$ cat src/rtl/uart_wb_host_if.sv
// Command/response stream and UART register-bus signals of uart_wb_host.
// The host side (the bridge itself) uses the master modport. The peer side,
// which is the sequencer plus the UART, uses the slave modport.
interface uart_wb_host_if;
    // Command stream
    logic       cmd_valid;
    logic       cmd_ready;
    logic       cmd_read;
    logic [1:0] cmd_addr;
    logic [7:0] cmd_wdata;
    // Response stream
    logic       rsp_valid;
    logic       rsp_ready;
    logic [7:0] rsp_rdata;
    logic       rsp_err;
    // UART strobed register bus
    logic [1:0] wb_addr;
    logic [7:0] wb_data_out;
    logic [7:0] wb_data_in;
    logic       wb_we;
    logic       wb_stb;
    logic       wb_clk;
    logic       wb_ack;

    modport master (
        input  cmd_valid, cmd_read, cmd_addr, cmd_wdata,
        input  rsp_ready, wb_data_in, wb_ack,
        output cmd_ready, rsp_valid, rsp_rdata, rsp_err,
        output wb_addr, wb_data_out, wb_we, wb_stb, wb_clk
    );

    modport slave (
        output cmd_valid, cmd_read, cmd_addr, cmd_wdata,
        output rsp_ready, wb_data_in, wb_ack,
        input  cmd_ready, rsp_valid, rsp_rdata, rsp_err,
        input  wb_addr, wb_data_out, wb_we, wb_stb, wb_clk
    );
endinterface

$ cat src/rtl/uart_wb_host.sv
// Bus initiator for the UART register port. Each accepted command becomes a
// single strobed transfer: the address, data and we signals are set up,
// wb_clk is raised, the bridge waits for ack to rise and then to fall, and
// finally one response carrying read data or a timeout flag is returned.
// All outputs are registered.
module uart_wb_host #(
    parameter int unsigned SETUP_CYCLES   = 2,
    parameter int unsigned TIMEOUT_CYCLES = 1024
) (
    input  logic           clk,
    input  logic           reset,
    uart_wb_host_if.master bus
);

    localparam logic [2:0] ST_IDLE    = 3'd0;
    localparam logic [2:0] ST_SETUP   = 3'd1;
    localparam logic [2:0] ST_STROBE  = 3'd2;
    localparam logic [2:0] ST_RELEASE = 3'd3;
    localparam logic [2:0] ST_RESP    = 3'd4;

    // The counters are compared with >=, so they can never run past the limit.
    localparam logic [15:0] SETUP_LAST   = 16'(SETUP_CYCLES - 1);
    localparam logic [15:0] TIMEOUT_LAST = 16'(TIMEOUT_CYCLES - 1);

    logic [2:0]  state_q,     state_d;
    logic [15:0] cnt_q,       cnt_d;
    logic        cmd_ready_q, cmd_ready_d;
    logic        rsp_valid_q, rsp_valid_d;
    logic [7:0]  rsp_rdata_q, rsp_rdata_d;
    logic        rsp_err_q,   rsp_err_d;
    logic [1:0]  wb_addr_q,   wb_addr_d;
    logic [7:0]  wb_data_q,   wb_data_d;
    logic        wb_we_q,     wb_we_d;
    logic        wb_stb_q,    wb_stb_d;
    logic        wb_clk_q,    wb_clk_d;

    // Transfer sequencing: the next-state and next-output decode.
    always_comb begin
        state_d     = state_q;
        cnt_d       = cnt_q;
        rsp_valid_d = rsp_valid_q;
        rsp_rdata_d = rsp_rdata_q;
        rsp_err_d   = rsp_err_q;
        wb_addr_d   = wb_addr_q;
        wb_data_d   = wb_data_q;
        wb_we_d     = wb_we_q;
        wb_stb_d    = wb_stb_q;
        wb_clk_d    = wb_clk_q;
        case (state_q)
            ST_IDLE: begin
                if (bus.cmd_valid && cmd_ready_q) begin
                    wb_addr_d = bus.cmd_addr;
                    wb_data_d = bus.cmd_wdata;
                    wb_we_d   = bus.cmd_read;
                    wb_stb_d  = 1'b1;
                    wb_clk_d  = 1'b0;
                    cnt_d     = 16'd0;
                    state_d   = ST_SETUP;
                end
            end
            ST_SETUP: begin
                // A stale ack seen here is ignored. Only the ack sampled in
                // STROBE, after wb_clk has risen, counts.
                if (cnt_q >= SETUP_LAST) begin
                    wb_clk_d = 1'b1;
                    cnt_d    = 16'd0;
                    state_d  = ST_STROBE;
                end else begin
                    cnt_d = cnt_q + 16'd1;
                end
            end
            ST_STROBE: begin
                if (bus.wb_ack) begin
                    rsp_rdata_d = wb_we_q ? bus.wb_data_in : 8'h00;
                    wb_clk_d    = 1'b0;
                    cnt_d       = 16'd0;
                    state_d     = ST_RELEASE;
                end else if (cnt_q >= TIMEOUT_LAST) begin
                    rsp_err_d   = 1'b1;
                    rsp_rdata_d = 8'h00;
                    wb_clk_d    = 1'b0;
                    cnt_d       = 16'd0;
                    state_d     = ST_RELEASE;
                end else begin
                    cnt_d = cnt_q + 16'd1;
                end
            end
            ST_RELEASE: begin
                // After a strobe timeout, strobe is held for one more full
                // window. A late ack from the UART can then rise and fall
                // before the next transfer starts.
                if (!bus.wb_ack && !rsp_err_q) begin
                    wb_stb_d    = 1'b0;
                    rsp_valid_d = 1'b1;
                    state_d     = ST_RESP;
                end else if (cnt_q >= TIMEOUT_LAST) begin
                    rsp_err_d   = 1'b1;
                    wb_stb_d    = 1'b0;
                    rsp_valid_d = 1'b1;
                    state_d     = ST_RESP;
                end else begin
                    cnt_d = cnt_q + 16'd1;
                end
            end
            ST_RESP: begin
                if (bus.rsp_ready) begin
                    rsp_valid_d = 1'b0;
                    rsp_err_d   = 1'b0;
                    state_d     = ST_IDLE;
                end
            end
            default: begin
                state_d = ST_IDLE;
            end
        endcase
        // cmd_ready is registered, so it rises on the cycle after the
        // response handshake.
        cmd_ready_d = (state_d == ST_IDLE);
    end

    // State and output registers, with synchronous reset to the idle values.
    always_ff @(posedge clk) begin
        if (reset) begin
            state_q     <= ST_IDLE;
            cnt_q       <= 16'd0;
            cmd_ready_q <= 1'b0;
            rsp_valid_q <= 1'b0;
            rsp_rdata_q <= 8'h00;
            rsp_err_q   <= 1'b0;
            wb_addr_q   <= 2'd0;
            wb_data_q   <= 8'h00;
            wb_we_q     <= 1'b1;
            wb_stb_q    <= 1'b0;
            wb_clk_q    <= 1'b0;
        end else begin
            state_q     <= state_d;
            cnt_q       <= cnt_d;
            cmd_ready_q <= cmd_ready_d;
            rsp_valid_q <= rsp_valid_d;
            rsp_rdata_q <= rsp_rdata_d;
            rsp_err_q   <= rsp_err_d;
            wb_addr_q   <= wb_addr_d;
            wb_data_q   <= wb_data_d;
            wb_we_q     <= wb_we_d;
            wb_stb_q    <= wb_stb_d;
            wb_clk_q    <= wb_clk_d;
        end
    end

    assign bus.cmd_ready   = cmd_ready_q;
    assign bus.rsp_valid   = rsp_valid_q;
    assign bus.rsp_rdata   = rsp_rdata_q;
    assign bus.rsp_err     = rsp_err_q;
    assign bus.wb_addr     = wb_addr_q;
    assign bus.wb_data_out = wb_data_q;
    assign bus.wb_we       = wb_we_q;
    assign bus.wb_stb      = wb_stb_q;
    assign bus.wb_clk      = wb_clk_q;

endmodule

$ cat src/flat_wrapper.sv
// flat-port wrapper written by rule: the top's interface ports become plain ports
module uart_wb_host_flat 
#(
    parameter int unsigned SETUP_CYCLES   = 2,
    parameter int unsigned TIMEOUT_CYCLES = 1024
)
  (clk, reset, bus_cmd_valid, bus_cmd_read, bus_cmd_addr, bus_cmd_wdata, bus_rsp_ready, bus_wb_data_in, bus_wb_ack, bus_cmd_ready, bus_rsp_valid, bus_rsp_rdata, bus_rsp_err, bus_wb_addr, bus_wb_data_out, bus_wb_we, bus_wb_stb, bus_wb_clk);
  uart_wb_host_if bus_i ();
  input  logic clk;
  input  logic reset;
  input wire logic [$bits(bus_i.cmd_valid)-1:0] bus_cmd_valid;
  input wire logic [$bits(bus_i.cmd_read)-1:0] bus_cmd_read;
  input wire logic [$bits(bus_i.cmd_addr)-1:0] bus_cmd_addr;
  input wire logic [$bits(bus_i.cmd_wdata)-1:0] bus_cmd_wdata;
  input wire logic [$bits(bus_i.rsp_ready)-1:0] bus_rsp_ready;
  input wire logic [$bits(bus_i.wb_data_in)-1:0] bus_wb_data_in;
  input wire logic [$bits(bus_i.wb_ack)-1:0] bus_wb_ack;
  output wire logic [$bits(bus_i.cmd_ready)-1:0] bus_cmd_ready;
  output wire logic [$bits(bus_i.rsp_valid)-1:0] bus_rsp_valid;
  output wire logic [$bits(bus_i.rsp_rdata)-1:0] bus_rsp_rdata;
  output wire logic [$bits(bus_i.rsp_err)-1:0] bus_rsp_err;
  output wire logic [$bits(bus_i.wb_addr)-1:0] bus_wb_addr;
  output wire logic [$bits(bus_i.wb_data_out)-1:0] bus_wb_data_out;
  output wire logic [$bits(bus_i.wb_we)-1:0] bus_wb_we;
  output wire logic [$bits(bus_i.wb_stb)-1:0] bus_wb_stb;
  output wire logic [$bits(bus_i.wb_clk)-1:0] bus_wb_clk;
  assign bus_i.cmd_valid = bus_cmd_valid;
  assign bus_i.cmd_read = bus_cmd_read;
  assign bus_i.cmd_addr = bus_cmd_addr;
  assign bus_i.cmd_wdata = bus_cmd_wdata;
  assign bus_i.rsp_ready = bus_rsp_ready;
  assign bus_i.wb_data_in = bus_wb_data_in;
  assign bus_i.wb_ack = bus_wb_ack;
  assign bus_cmd_ready = bus_i.cmd_ready;
  assign bus_rsp_valid = bus_i.rsp_valid;
  assign bus_rsp_rdata = bus_i.rsp_rdata;
  assign bus_rsp_err = bus_i.rsp_err;
  assign bus_wb_addr = bus_i.wb_addr;
  assign bus_wb_data_out = bus_i.wb_data_out;
  assign bus_wb_we = bus_i.wb_we;
  assign bus_wb_stb = bus_i.wb_stb;
  assign bus_wb_clk = bus_i.wb_clk;
  uart_wb_host #(.SETUP_CYCLES(SETUP_CYCLES), .TIMEOUT_CYCLES(TIMEOUT_CYCLES)) u_core (.clk(clk), .reset(reset), .bus(bus_i));
endmodule
$ cat config.mk
export PLATFORM = sky130hd
export DESIGN_NAME = uart_wb_host_flat
export DESIGN_NICKNAME = d
export VERILOG_FILES = /design/src/rtl/uart_wb_host_if.sv /design/src/rtl/uart_wb_host.sv /design/src/flat_wrapper.sv
export SDC_FILE = /design/constraint.sdc
export NUM_CORES = 1
export LEC_CHECK = 0
export CAP_MARGIN = 0
export CORE_MARGIN = 1.5
export CORE_UTILIZATION = 40
export DETAILED_ROUTE_END_ITERATION = 6
export GPL_ROUTABILITY_DRIVEN = 0
export MAX_ROUTING_LAYER = met4
export PLACE_DENSITY = 0.67
export SLEW_MARGIN = 10
export SYNTH_ARGS = -nofsm -noshare
export SYNTH_HDL_FRONTEND = slang
export SYNTH_SLANG_ARGS = --single-unit
export TNS_END_PERCENT = 30
$ cat constraint.sdc
create_clock -name clk -period 3.6 [get_ports clk]
set_clock_uncertainty 0.1 [all_clocks]
set_input_delay 0.72 -clock clk [delete_from_list [all_inputs] [get_ports clk]]
set_output_delay 0.72 -clock clk [all_outputs]
set_load 0.02 [all_outputs]
==> results_dict.tcl <==
set metrics [dict create \
    clkPwrFrac_pct 33.0 \
    placed_cells_incl_taps 329 \
    crit_start "bus_wb_ack" \
    grt_pass1_vias 1640 \
    drive_gt1_share_pct 13.7 \
    power.internal_uw 696 \
    antenna_found_initial 0 \
    wire_per_inst_um 13.7 \
    synth_edf_count 0 \
    ios 48 \
    overflow 0 \
    synth_top_area_share_pct 43.3 \
    finalSetupTns_ps 0 \
    drc 0 \
    async_flop_share_pct 0 \
    path_delay_family "simple AND/OR/NAND/NOR gates" \
    p_comb_share_pct 14.8 \
    synth_mux_area_share_pct 0 \
    worst-path-buf-inv 1 \
    syn_avg_cell_area_sq_um 8.95 \
    cap_violations 0 \
    synth_seq_cells 43 \
    rows 25 \
    dr.pass1.iters 4 \
    antenna_cells 0 \
    cts_buffer_depth 2 \
    switching_share_pct 27.5 \
    slew_headroom_pct 46.9 \
    setup.worst_path.class "input port to register" \
    fp.dieW_um 73.5 \
    worst_setup_path_end_kind "register" \
    yosysTopAreaCell "dfxtp_1" \
    met1_length_um 2280 \
    fill_cells 462 \
    cp_slowest_stage_delay_ps 580 \
    status "complete, no violations" \
    cts_tree "yes" \
    yosysUniqueCellTypes 49 \
    cp_max_fo 12 \
    synth_area_sq_um 1990 \
    syn_to_final_growth_pct 31.2 \
    setup_viol 0 \
    synth_fp_nets 249 \
    synth_top_family_by_area "simple AND/OR/NAND/NOR gates" \
    hold_viol_final 0 \
    clock_latency_ps 300 \
    fmax_ghz 0.379 \
    grtUsageTotal_pct 18.9 \
    synthTopCellsByArea "dfxtp_1 (43%), nand2_1 (5.9%), nor2_1 (3.8%)" \
    timing.final.crit_period_ps 2640 \
    multi_input_area_sq_um 1050 \
    synthFlopType "dfxtp_1" \
    p_sw_uw 264 \
    detail-route-antenna-nets 0 \
    final_cell_count_no_fill 337 \
    synthSimpleGateAreaFrac_pct 28.3 \
    core_sq_um 4750 \
    highest_layer "met4" \
    postCtsHoldBufs 0 \
    dpl.hpwl_um 3350 \
    nNetsFinal 296 \
    viasPerCell 5.17 \
    floorplan.initialDensity_pct 41.8 \
    slew_viol_final 0 \
    synth_compound_area_share_pct 21.0 \
    cts.repair.resized 0 \
    finalWirelength_um 4610 \
    start_kind "input port" \
    seq_area_sq_um 861 \
    power_density_nw_per_um2 368 \
    seq_area_frac_synth_pct 43.3 \
    hp-start "u_core.bus.wb_data_out[5]$_SDFFE_PP0P_" \
    required_ps 3740 \
    wl_met3_um 126 \
    arrival_ps 2780 \
    die_height_um 73.5 \
    clock-root-buffer "clkbuf_8" \
    synth_cells 222 \
    timing.final.crit_share_pct 73.3 \
    synthAdderAreaFrac_pct 1.89 \
    portBuffers 47 \
    ir_worst_vdd_mv 0.219 \
    wl_met2_um 2140 \
    r2r_start "u_core.cnt_q[0]$_SDFFE_PP0P_" \
    dieArea_sq_um 5400 \
    drtIter0Drc 127 \
    critPathSlowestCell "clkdlybuf4s50_1" \
    seq_power_share_pct 52.1 \
    routed-via-count 1742 \
    grt_max_degree 23 \
    hold_path_class "register to register" \
    synth_xor_area_share_pct 1.32 \
    synth_warnings 0 \
    grt_pass1_wl_um 7720 \
    leakage_uw 0.000929 \
    grt_setup_unrepaired "no" \
    numCtsBuffers 5 \
    cts_sinks 43 \
    post_cts_buffers 0 \
    worstPathCellList "clkdlybuf4s50_1 > nor2_1 > a221oi_4 > nand4_2 > or4_1 > a21oi_2" \
    htree_levels 2 \
    worstMarginPinSlew_ps 791 \
    path_clk_slew_ps 90 \
]
==> state kept, by name, summed over array words and instances (netlist names) <==
| register | cells |
|---|---|
| u_core.bus.cmd_ready | 1 |
| u_core.bus.rsp_err | 1 |
| u_core.bus.rsp_rdata | 8 |
| u_core.bus.rsp_valid | 1 |
| u_core.bus.wb_addr | 2 |
| u_core.bus.wb_clk | 1 |
| u_core.bus.wb_data_out | 8 |
| u_core.bus.wb_stb | 1 |
| u_core.bus.wb_we | 1 |
| u_core.cnt_q | 16 |
| u_core.state_q | 3 |
==> path summary, 6_finish.rpt <==
check | endpoint | slack [ps] | cells after the start
setup / recovery | u_core.cnt_q[9]$_SDFFE_PP0P_ | 960 | 6
hold / removal | u_core.bus.wb_data_out[5]$_SDFFE_PP0P_ | 360 | 2
setup reg to reg | u_core.cnt_q[2]$_SDFFE_PP0P_ | 1200 | 7
hold reg to reg | u_core.bus.wb_data_out[5]$_SDFFE_PP0P_ | 360 | 2
==> logic make-up after synthesis <==
kind of cell             Yosys count
AO/OA/AOI/OAI                     55
XOR/XNOR                           3
adder cells (fa/ha/maj)            3
buffers and inverters             17
flip-flops                        43
AND/OR/NAND/NOR                  101
==> worst min-delay path, cell delays in order (launching register included) <==
cell and delay, ps:
dfxtp_1 320, nand2_1 50, a21oi_1 50
==> layer usage <==
| metal | track usage, % | vias to the layer above |
|---|---|---|
| met1 | 25.3 | 811 |
| met5 | - | - |
| met3 | 4.12 | 6 |
| met2 | 28.4 | 26 |
| met4 | 6.17 | 0 |
| li1 | - | 899 |
==> through the flow <==
step / setup WS (ps) / total power [uW] / util (%) / area, sq um / hold WS (ps)
after floorplan: 1380 / 589 / - / 1990 / 374
after global placement: 709 / 654 / 52.9 / 2510 / 342
after detailed placement: 649 / 654 / 52.9 / 2510 / 348
after CTS: 975 / 968 / 54.8 / 2610 / 360
after global routing: 816 / 1000 / 54.8 / 2610 / 375
final: 961 / 960 / 54.8 / 2610 / 355
==> power by group through the flow <==
stage               clock network, uW  registers (uW)  logic, uW
floorplan                           0             523       66.0
global placement                    0             511        143
detailed placement                  0             511        143
CTS                               324             500        143
global route                      346             502        155
finish                            317             500        142
==> placed cells by master (no fill, tap or decap), types with 6 or more instances in the layout <==
master            n
dfxtp_1          43
or4_1             6
a21oi_2           8
clkdlybuf4s50_1  47
o31ai_1           7
nor2_1           20
a22oi_1           8
a21oi_1          12
nand3_1           8
nand2_1          31
inv_1             7
==> cell usage after synthesis, types with 2 or more instances <==
cell type and instances:
nor3_1 4, buf_6 2, clkbuf_1 4, xor2_1 3
o21ai_0 5, or3_1 3, a22o_1 2, a21oi_1 12
and3_1 5, nand3_1 8, or4_1 6, a22oi_1 8
dfxtp_1 43, a21oi_2 8, nand2_1 31, buf_1 2
o31ai_1 7, inv_1 7, or4_4 2, nand4_1 3
buf_2 2, nor2_2 3, nor2_1 20, ha_1 3
and4_1 2, a31oi_1 2, nor4_1 3
==> cell type report <==
class	instances	area share, %
clock buffer	5	2.64
multi-input combinational	162	40.3
timing repair buffer	50	18.9
sequential	43	33.0
clock inverter	3	0.912
inverter	7	1.01
tap	67	3.21
Note: power is estimated with default switching activity, not from simulation.
